### src/rtl/ntt_ctrl.sv
// Address/strobe sequencer for an in-place radix-2 forward NTT over N = 2**LOGN coefficients.
// Walks LOGN stages of N/2 butterflies and drains the PIPE_LAT-deep datapath between stages.
module ntt_ctrl #(
  parameter int LOGN     = 8,
  parameter int PIPE_LAT = 2
) (
  input  logic            clk,
  input  logic            rst,
  input  logic            start,
  output logic            busy,
  output logic            done,
  output logic            rd_en,
  output logic [LOGN-1:0] rd_addr_a,
  output logic [LOGN-1:0] rd_addr_b,
  output logic [LOGN-1:0] tf_addr,
  output logic            wr_en,
  output logic [LOGN-1:0] wr_addr_a,
  output logic [LOGN-1:0] wr_addr_b,
  output logic [2:0]      stage
);

  localparam int N  = 1 << LOGN;
  localparam int CW = LOGN - 1;
  localparam int DW = $clog2(PIPE_LAT + 1);
  localparam int SW = $clog2(LOGN);

  typedef enum logic [1:0] {IDLE, RUN, DRAIN, DONE} state_t;

  state_t          state, state_nxt;
  logic [CW-1:0]   cnt;
  logic [DW-1:0]   drain_cnt;
  logic [2:0]      stage_q;
  logic            last_c, last_drain, last_stage;

  logic [LOGN-1:0] c_ext, len, grp, offs, a_now, b_now, tf_now;
  logic [SW-1:0]   kshift;
  logic [LOGN-1:0] ra_q, rb_q, tf_q;

  logic            vld_pipe [PIPE_LAT];
  logic [LOGN-1:0] pa_pipe  [PIPE_LAT];
  logic [LOGN-1:0] pb_pipe  [PIPE_LAT];

  assign last_c     = &cnt;
  assign last_drain = (drain_cnt == DW'(PIPE_LAT - 1));
  assign last_stage = (stage_q == 3'(LOGN - 1));

  always_ff @(posedge clk or negedge rst) begin
    if (!rst) state <= IDLE;
    else      state <= state_nxt;
  end

  always_comb begin
    state_nxt = state;
    busy      = 1'b1;
    done      = 1'b0;
    rd_en     = 1'b0;
    unique case (state)
      IDLE: begin
        busy = 1'b0;
        if (start) state_nxt = RUN;
      end
      RUN: begin
        rd_en = 1'b1;
        if (last_c) state_nxt = DRAIN;
      end
      DRAIN: begin
        if (last_drain) state_nxt = last_stage ? DONE : RUN;
      end
      DONE: begin
        done      = 1'b1;
        state_nxt = IDLE;
      end
      default: state_nxt = IDLE;
    endcase
  end

  always_ff @(posedge clk or negedge rst) begin
    if (!rst) begin
      cnt       <= '0;
      drain_cnt <= '0;
      stage_q   <= '0;
    end else begin
      case (state)
        IDLE: if (start) begin
          cnt     <= '0;
          stage_q <= '0;
        end
        RUN: begin
          if (!last_c) cnt <= cnt + CW'(1);
          drain_cnt <= '0;
        end
        DRAIN: begin
          drain_cnt <= drain_cnt + DW'(1);
          if (last_drain && !last_stage) begin
            stage_q <= stage_q + 3'd1;
            cnt     <= '0;
          end
        end
        default: ;
      endcase
    end
  end

  // Butterfly c of stage s: insert a zero bit at position k = LOGN-1-s to get X, set it to get Y.
  always_comb begin
    c_ext  = {1'b0, cnt};
    kshift = SW'(LOGN - 1) - SW'(stage_q);
    len    = LOGN'(N >> 1) >> stage_q;
    grp    = c_ext >> kshift;
    offs   = c_ext & (len - LOGN'(1));
    a_now  = ((grp << kshift) << 1) | offs;
    b_now  = a_now | len;
    tf_now = (LOGN'(1) << stage_q) + grp;
  end

  always_ff @(posedge clk or negedge rst) begin
    if (!rst) begin
      ra_q <= '0;
      rb_q <= '0;
      tf_q <= '0;
    end else if (state == RUN) begin
      ra_q <= a_now;
      rb_q <= b_now;
      tf_q <= tf_now;
    end
  end

  assign rd_addr_a = (state == RUN) ? a_now  : ra_q;
  assign rd_addr_b = (state == RUN) ? b_now  : rb_q;
  assign tf_addr   = (state == RUN) ? tf_now : tf_q;
  assign stage     = stage_q;

  always_ff @(posedge clk or negedge rst) begin
    if (!rst) begin
      for (int i = 0; i < PIPE_LAT; i++) begin
        vld_pipe[i] <= 1'b0;
        pa_pipe[i]  <= '0;
        pb_pipe[i]  <= '0;
      end
    end else begin
      vld_pipe[0] <= rd_en;
      pa_pipe[0]  <= rd_addr_a;
      pb_pipe[0]  <= rd_addr_b;
      for (int i = 1; i < PIPE_LAT; i++) begin
        vld_pipe[i] <= vld_pipe[i-1];
        pa_pipe[i]  <= pa_pipe[i-1];
        pb_pipe[i]  <= pb_pipe[i-1];
      end
    end
  end

  assign wr_en     = vld_pipe[PIPE_LAT-1];
  assign wr_addr_a = pa_pipe[PIPE_LAT-1];
  assign wr_addr_b = pb_pipe[PIPE_LAT-1];

endmodule

### config.mk
export PLATFORM = sky130hd
export DESIGN_NAME = ntt_ctrl
export DESIGN_NICKNAME = d
export VERILOG_FILES = /design/src/rtl/ntt_ctrl.sv
export SDC_FILE = /design/constraint.sdc
export NUM_CORES = 1
export LEC_CHECK = 0
export CAP_MARGIN = 0
export CORE_MARGIN = 8
export CORE_UTILIZATION = 40
export CTS_BUF_LIST = sky130_fd_sc_hd__clkbuf_8
export CTS_CLUSTER_SIZE = 12
export DETAILED_ROUTE_END_ITERATION = 7
export PLACE_DENSITY = 0.67
export REMOVE_ABC_BUFFERS = 1
export SLEW_MARGIN = 10
export SYNTH_ARGS = -nofsm -noshare
export SYNTH_HDL_FRONTEND = slang
export SYNTH_SLANG_ARGS = --single-unit
### constraint.sdc
create_clock -name clk -period 7.1 [get_ports clk]
set_input_delay 1.065 -clock clk [delete_from_list [all_inputs] [get_ports clk]]
set_output_delay 1.065 -clock clk [all_outputs]
set_load 0.01 [all_outputs]
---- After elaboration in Yosys (flattened, before gate mapping) ----
Index checks and enable logic that the tools add are counted.
storage, ports and cells
  bits in registers ....................... 56
  input port bits ......................... 3
cells by class
  bitwise logic cells ..................... 3
  reductions and logical operators ........ 10
  mux-type cells .......................... 19
  shifts and indexed selects .............. 4
  add/subtract/negate cells ............... 6
  equal/unequal tests ..................... 10
operators with widths
  kind                                                                count
  8-bit two-way mux                                                   3
  7-bit two-way mux                                                   3
  7-bit case mux with 3 select lines                                  1
  8-bit OR                                                            2
  2-bit inequality test, second input constant                        5
  8-bit adder                                                         1
  7-bit by 8-bit AND with 8-bit output                                1
  2-bit two-way mux                                                   4
  2-bit case mux with 4 select lines                                  1
  1-bit by 3-bit left shift with 8-bit output, first input constant   1
  8-bit by 3-bit left shift with 7-bit output                         1
  7-bit by 3-bit right shift with 8-bit output                        1
  8-bit by 3-bit right shift with 8-bit output, first input constant  1
  8-bit by 1-bit subtractor with 8-bit output, second input constant  1
  7-bit by 1-bit adder with 7-bit output, second input constant       1
  7-bit AND reduction                                                 1
  3-bit two-way mux                                                   2
  3-bit case mux with 2 select lines                                  1
  3-bit AND reduction                                                 2
  2-bit by 1-bit == test with 1-bit output, second input constant     2
  2-bit == test, second input constant                                2
  2-bit case mux with 2 select lines                                  1
  4-bit AND reduction                                                 1
  2-bit nonzero test                                                  2
  other kinds (9)                                                     11

---- Depth between registers and ports, before layout ----
  depth after elaboration ................. 6
  depth in mapped cells ................... 13
  mapped depth without buffers ............ 11

---- Worst setup path after synthesis ----
No wires, ideal clock.
  path kind ............................... reg2out
  start ................................... reg stage_q[0] (netlist: stage[0])
  end ..................................... out tf_addr[7]
  stages on the path, launching flop included .. 13
  arrival ................................. 2.971 ns
  setup slack ............................. 3.064 ns
  data required time ...................... 6.035 ns
  cell sequence ........................... dfrtp_1 > buf_6 > buf_2 > mux4_2 > nand2_1 > o21ai_0 > ha_1 > and2_1 > o221ai_1 > o221ai_2 > nor4b_4 > nor4b_1 > or3_1
on the way
  longest elaborated chain between the ends .. 4
RTL lines
  what                                          line  source
  start, declared                               32    logic [2:0] stage_q;
  start signal, assigned                        95    stage_q <= stage_q + 3'd1;
  3-bit subtractor                              107   kshift = SW'(LOGN - 1) - SW'(stage_q);
  7-bit by 3-bit right shift with 8-bit output  109   grp = c_ext >> kshift;
  8-bit adder (*)                               113   tf_now = (LOGN'(1) << stage_q) + grp;
  8-bit two-way mux (*)                         130   assign tf_addr = (state == RUN) ? tf_now : tf_q;
  end, declared                                 15    output logic [LOGN-1:0] tf_addr,
Every way passes the cells marked *; elsewhere a longest branch is shown, timed or not.

---- Worst setup path in the final report ----
  start ................................... reg stage_q[1] (netlist: stage[1])
  end ..................................... out tf_addr[6]
The elaborated chain is that of the path after synthesis.

==> impl_results.html <==
<table>
<tr><th>Metric</th><th>Value</th></tr>
<tr><th colspan="2">Status</th></tr>
<tr><td>Result of the run</td><td>complete, no violations</td></tr>
<tr><th colspan="2">Global routing</th></tr>
<tr><td>Antenna violations before repair</td><td>0</td></tr>
<tr><td>Number of global-route vias before repair</td><td>2372</td></tr>
<tr><td>Total grt overflow</td><td>0</td></tr>
<tr><td>Overall Global Routing Usage</td><td>0.129</td></tr>
<tr><td>Maximum number of pins on one net before global-route repair</td><td>57</td></tr>
<tr><td>Global-route wire length before repair</td><td>12.1 mm</td></tr>
<tr><th colspan="2">Synth</th></tr>
<tr><td>Ys async rst share</td><td>1.00</td></tr>
<tr><td>Share of synthesized area occupied by flip-flops and latches</td><td>0.436</td></tr>
<tr><td>Gate count of the mapped netlist</td><td>327</td></tr>
<tr><td>Count of synthesis-stage warnings from yosys</td><td>0</td></tr>
<tr><td>Synth Area per Inst</td><td>9.84 µm²</td></tr>
<tr><td>Total standard cell area after synthesis</td><td>3220 µm²</td></tr>
<tr><td>Post-synth EDFFs</td><td>0</td></tr>
<tr><td>Number of distinct library cell variants in the gate-level netlist after synthesis</td><td>51</td></tr>
<tr><td>Predominant post-synthesis flop cell</td><td>dfrtp_1</td></tr>
<tr><td>Flop and latch count out of synthesis</td><td>56</td></tr>
<tr><th colspan="2">CTS</th></tr>
<tr><td>Count of cells resized by post-cts repair</td><td>0</td></tr>
<tr><td>CTS clk-pin slew, worst paths</td><td>0.10 ns</td></tr>
<tr><td>Deepest level of the CTS H-tree</td><td>2</td></tr>
<tr><td>Number of hold buffers added after cts</td><td>0</td></tr>
<tr><td>Setup bufs post-CTS</td><td>0</td></tr>
<tr><td>Number of clock sinks</td><td>56</td></tr>
<tr><td>Clock tree root driver cell</td><td>clkbuf_8</td></tr>
<tr><td>Clock tree from TritonCTS</td><td>built</td></tr>
<tr><td>Clock latency reported for the late side of the worst-skew pair</td><td>0.31 ns</td></tr>
<tr><td>Clock buffers created by TritonCTS</td><td>5</td></tr>
<tr><td>Clock tree buffer depth</td><td>2</td></tr>
<tr><th colspan="2">STA</th></tr>
<tr><td>Final worst clock skew</td><td>0.00761 ns</td></tr>
<tr><td>Max transition margin</td><td>0.422</td></tr>
<tr><td>F_max</td><td>190 MHz</td></tr>
<tr><td>Actual transition at the worst max-transition pin</td><td>0.867 ns</td></tr>
<tr><td>Min Tclk post-route</td><td>5.26 ns</td></tr>
<tr><td>Final period util</td><td>0.740</td></tr>
<tr><td>Final number of max-transition violations</td><td>0</td></tr>
<tr><td>Setup repair after global routing missed its margin</td><td>false</td></tr>
<tr><td>Setup violations, final</td><td>0</td></tr>
<tr><td>Summed negative setup slack over all endpoints</td><td>0 ns</td></tr>
<tr><td>Number of endpoints with negative hold slack in the final report</td><td>0</td></tr>
<tr><th colspan="2">Pwr</th></tr>
<tr><td>Max IR drop VDD</td><td>160 µV</td></tr>
<tr><td>Power Total</td><td>1570 µW</td></tr>
<tr><td>Leak Pwr</td><td>0.00160 µW</td></tr>
<tr><td>Power per cell area</td><td>420 nW/µm²</td></tr>
<tr><th colspan="2">Place</th></tr>
<tr><td>Count of input and output buffers</td><td>49</td></tr>
<tr><td>Gp weighted congestion</td><td>0.888</td></tr>
<tr><td>DP HPWL</td><td>5.15 mm</td></tr>
<tr><th colspan="2">Routing</th></tr>
<tr><td>Number of optimization iterations in the first detailed-route pass</td><td>4</td></tr>
<tr><td>Vias post-DR</td><td>2320</td></tr>
<tr><td>DRC Markers</td><td>0</td></tr>
<tr><td>Routed vias/inst</td><td>5.11</td></tr>
<tr><td>Routed WL</td><td>7.08 mm</td></tr>
<tr><td>Post-detailed-route wirelength per cell</td><td>15.6 µm</td></tr>
<tr><td>Count of routing violations after the opening detailed-route iteration</td><td>169</td></tr>
<tr><td>Final antenna-violating net count</td><td>0</td></tr>
<tr><th colspan="2">Setup path</th></tr>
<tr><td>Crit path top cell by count</td><td>ha_1</td></tr>
<tr><td>Worst-path cell chain</td><td>inv_1 &gt; ha_1 &gt; nor2b_1 &gt; mux2_2 &gt; ha_1 &gt; a31o_2 &gt; a21oi_1 &gt; nor4_1 &gt; o2111a_1 &gt; a211oi_1 &gt; clkdlybuf4s50_1</td></tr>
<tr><td>Slowest-stage cell, CP</td><td>dfrtp_1</td></tr>
<tr><td>R2r startpoint</td><td>stage[1]</td></tr>
<tr><td>CP arrival</td><td>4.19 ns</td></tr>
<tr><td>Beginning of the critical path</td><td>stage[1]</td></tr>
<tr><td>CP Class</td><td>flip-flop to output pin</td></tr>
<tr><td>WP data required</td><td>6.03 ns</td></tr>
<tr><td>Peak per-stage delay on the critical path</td><td>0.72 ns</td></tr>
<tr><td>Critical path capture point type</td><td>output pin</td></tr>
<tr><td>Element type at the critical path start</td><td>flip-flop</td></tr>
<tr><td>Number of buffers and inverters on the critical path</td><td>2</td></tr>
<tr><td>Cell class contributing the biggest share of worst-path delay</td><td>compound AO/OA/AOI/OAI gates</td></tr>
<tr><td>Biggest fanout along the worst timing path</td><td>26</td></tr>
<tr><td>Setup slack of the most critical reg-to-reg path</td><td>3.70 ns</td></tr>
<tr><th colspan="2">Floorplan</th></tr>
<tr><td>Chip Height</td><td>106 µm</td></tr>
<tr><td>Initial Utilization</td><td>0.414</td></tr>
<tr><td>Count of pins on the block boundary</td><td>50</td></tr>
<tr><td>Horizontal extent of the die</td><td>106 µm</td></tr>
<tr><td>Area inside the core boundary</td><td>7770 µm²</td></tr>
<tr><td>Number of rows created at floorplan</td><td>32</td></tr>
<tr><td>Die area</td><td>11200 µm²</td></tr>
<tr><th colspan="2">Layout</th></tr>
<tr><td>Total of fill cells in the finished design</td><td>753</td></tr>
<tr><td>Total inserted antenna cells</td><td>0</td></tr>
<tr><td>Layout-stage area growth over the synthesis result</td><td>15.9%</td></tr>
<tr><td>Count of nets after finishing</td><td>372</td></tr>
<tr><td>Share of layout cells above drive strength 1</td><td>0.102</td></tr>
<tr><th colspan="2">Min path</th></tr>
<tr><td>Start point of the worst hold path</td><td>vld_pipe[1]</td></tr>
<tr><td>Path type of the worst min-delay path</td><td>flip-flop to flip-flop</td></tr>
<tr><th colspan="2">Run</th></tr>
<tr><td>Max Cap Violations</td><td>0</td></tr>
</table>
## area by class of cell
class	count	area [µm²]	area share
clock buffers	5	68.8	0.0185
clock inverters	3	21.3	0.00570
inverters	21	78.8	0.0211
multi-input cells	215	1520	0.408
flip-flops and latches	56	1400	0.376
well taps	102	128	0.0342
repair buffers	52	508	0.136
## logic make-up (layout without fill, tap and decap cells)
| group | Yosys count | in the layout | share of synthesized area |
|---|---|---|---|
| AOI/OAI and AO/OA | 71 | 71 | 0.146 |
| xor gates and xnor gates | 15 | 15 | 0.0432 |
| adders and majority gates | 18 | 18 | 0.0700 |
| buffers and inverters | 56 | 81 | 0.0910 |
| DFF | 56 | 56 | 0.436 |
| muxes | 20 | 20 | 0.0790 |
| and+or+nand+nor | 91 | 91 | 0.135 |
## cells in the mapped netlist (6+ instances only)
master / instances / share of area
a21oi_1: 27 / 0.042
buf_2: 6 / 0.0093
buf_4: 18 / 0.042
clkbuf_1: 8 / 0.0093
dfrtp_1: 56 / 0.44
ha_1: 18 / 0.070
inv_1: 21 / 0.025
mux2_2: 12 / 0.042
nand2_1: 27 / 0.032
nand3_1: 6 / 0.0093
nor2_1: 32 / 0.037
o21ai_0: 18 / 0.028
xnor2_1: 7 / 0.019
xor2_1: 7 / 0.019
## state kept, by name, summed over array words and instances, names as in the netlist, 2 cells and up
register and count:
cnt 7, stage 3, state 2, wr_addr_a 8, wr_addr_b 8, tf_q 8
drain_cnt 2, pb_pipe 8, pa_pipe 8
## path summary, 6_finish.rpt
path	to	depth (start not counted)
worst max-delay path	tf_addr[6]	11
worst min-delay path	wr_en	0
worst max register to register	tf_q[6]	10
worst min register to register	wr_en	0
max in group asynchronous	tf_q[5]	2
min in group asynchronous	pa_pipe[8]	2
## per-layer routing
metal,share of wire,track usage
met5,0,0
met4,0.0059,0.0251
met3,0.069,0.0414
met2,0.44,0.198
met1,0.48,0.173
## stage by stage
stage,instance area (µm²),util,std cells,hold slack (ns),setup slack [ns]
2_1_floorplan,3000,-,292,0.331,2.99
3_3_place_gp,3640,0.468,446,0.332,2.31
3_5_place_dp,3640,0.468,446,0.345,2.21
4_1_cts,3730,0.480,454,0.370,1.86
5_1_grt,3730,0.480,454,0.382,1.57
6_report,3730,0.480,454,0.363,1.84
## where the power goes
group / leakage, µW / switching (µW) / internal [µW] / total (µW)
registers: 0.000704 / 83.3 / 447 / 530
logic: 0.000856 / 439 / 423 / 862
clock network: 0.0000445 / 105 / 70.3 / 175
## layout by cell type (no fill, tap or decap), drive strengths merged, types with 3 or more instances in the layout
| master | synthesis | routed |
|---|---|---|
| a21oi | 27 | 27 |
| a31oi | 4 | 4 |
| and2 | 3 | 3 |
| buf | 27 | 4 |
| clkbuf | 8 | 5 |
| clkdlybuf4s50 | 0 | 48 |
| dfrtp | 56 | 56 |
| ha | 18 | 18 |
| inv | 21 | 22 |
| mux2 | 14 | 14 |
| mux2i | 4 | 4 |
| nand2 | 27 | 27 |
| nand2b | 3 | 3 |
| nand3 | 6 | 6 |
| nand3b | 4 | 4 |
| nand4 | 3 | 3 |
| nor2 | 32 | 32 |
| nor2b | 4 | 4 |
| nor3 | 3 | 3 |
| o21ai | 19 | 19 |
| o221ai | 4 | 4 |
| xnor2 | 8 | 8 |
| xor2 | 7 | 7 |
(Power assumes the default switching activity.)
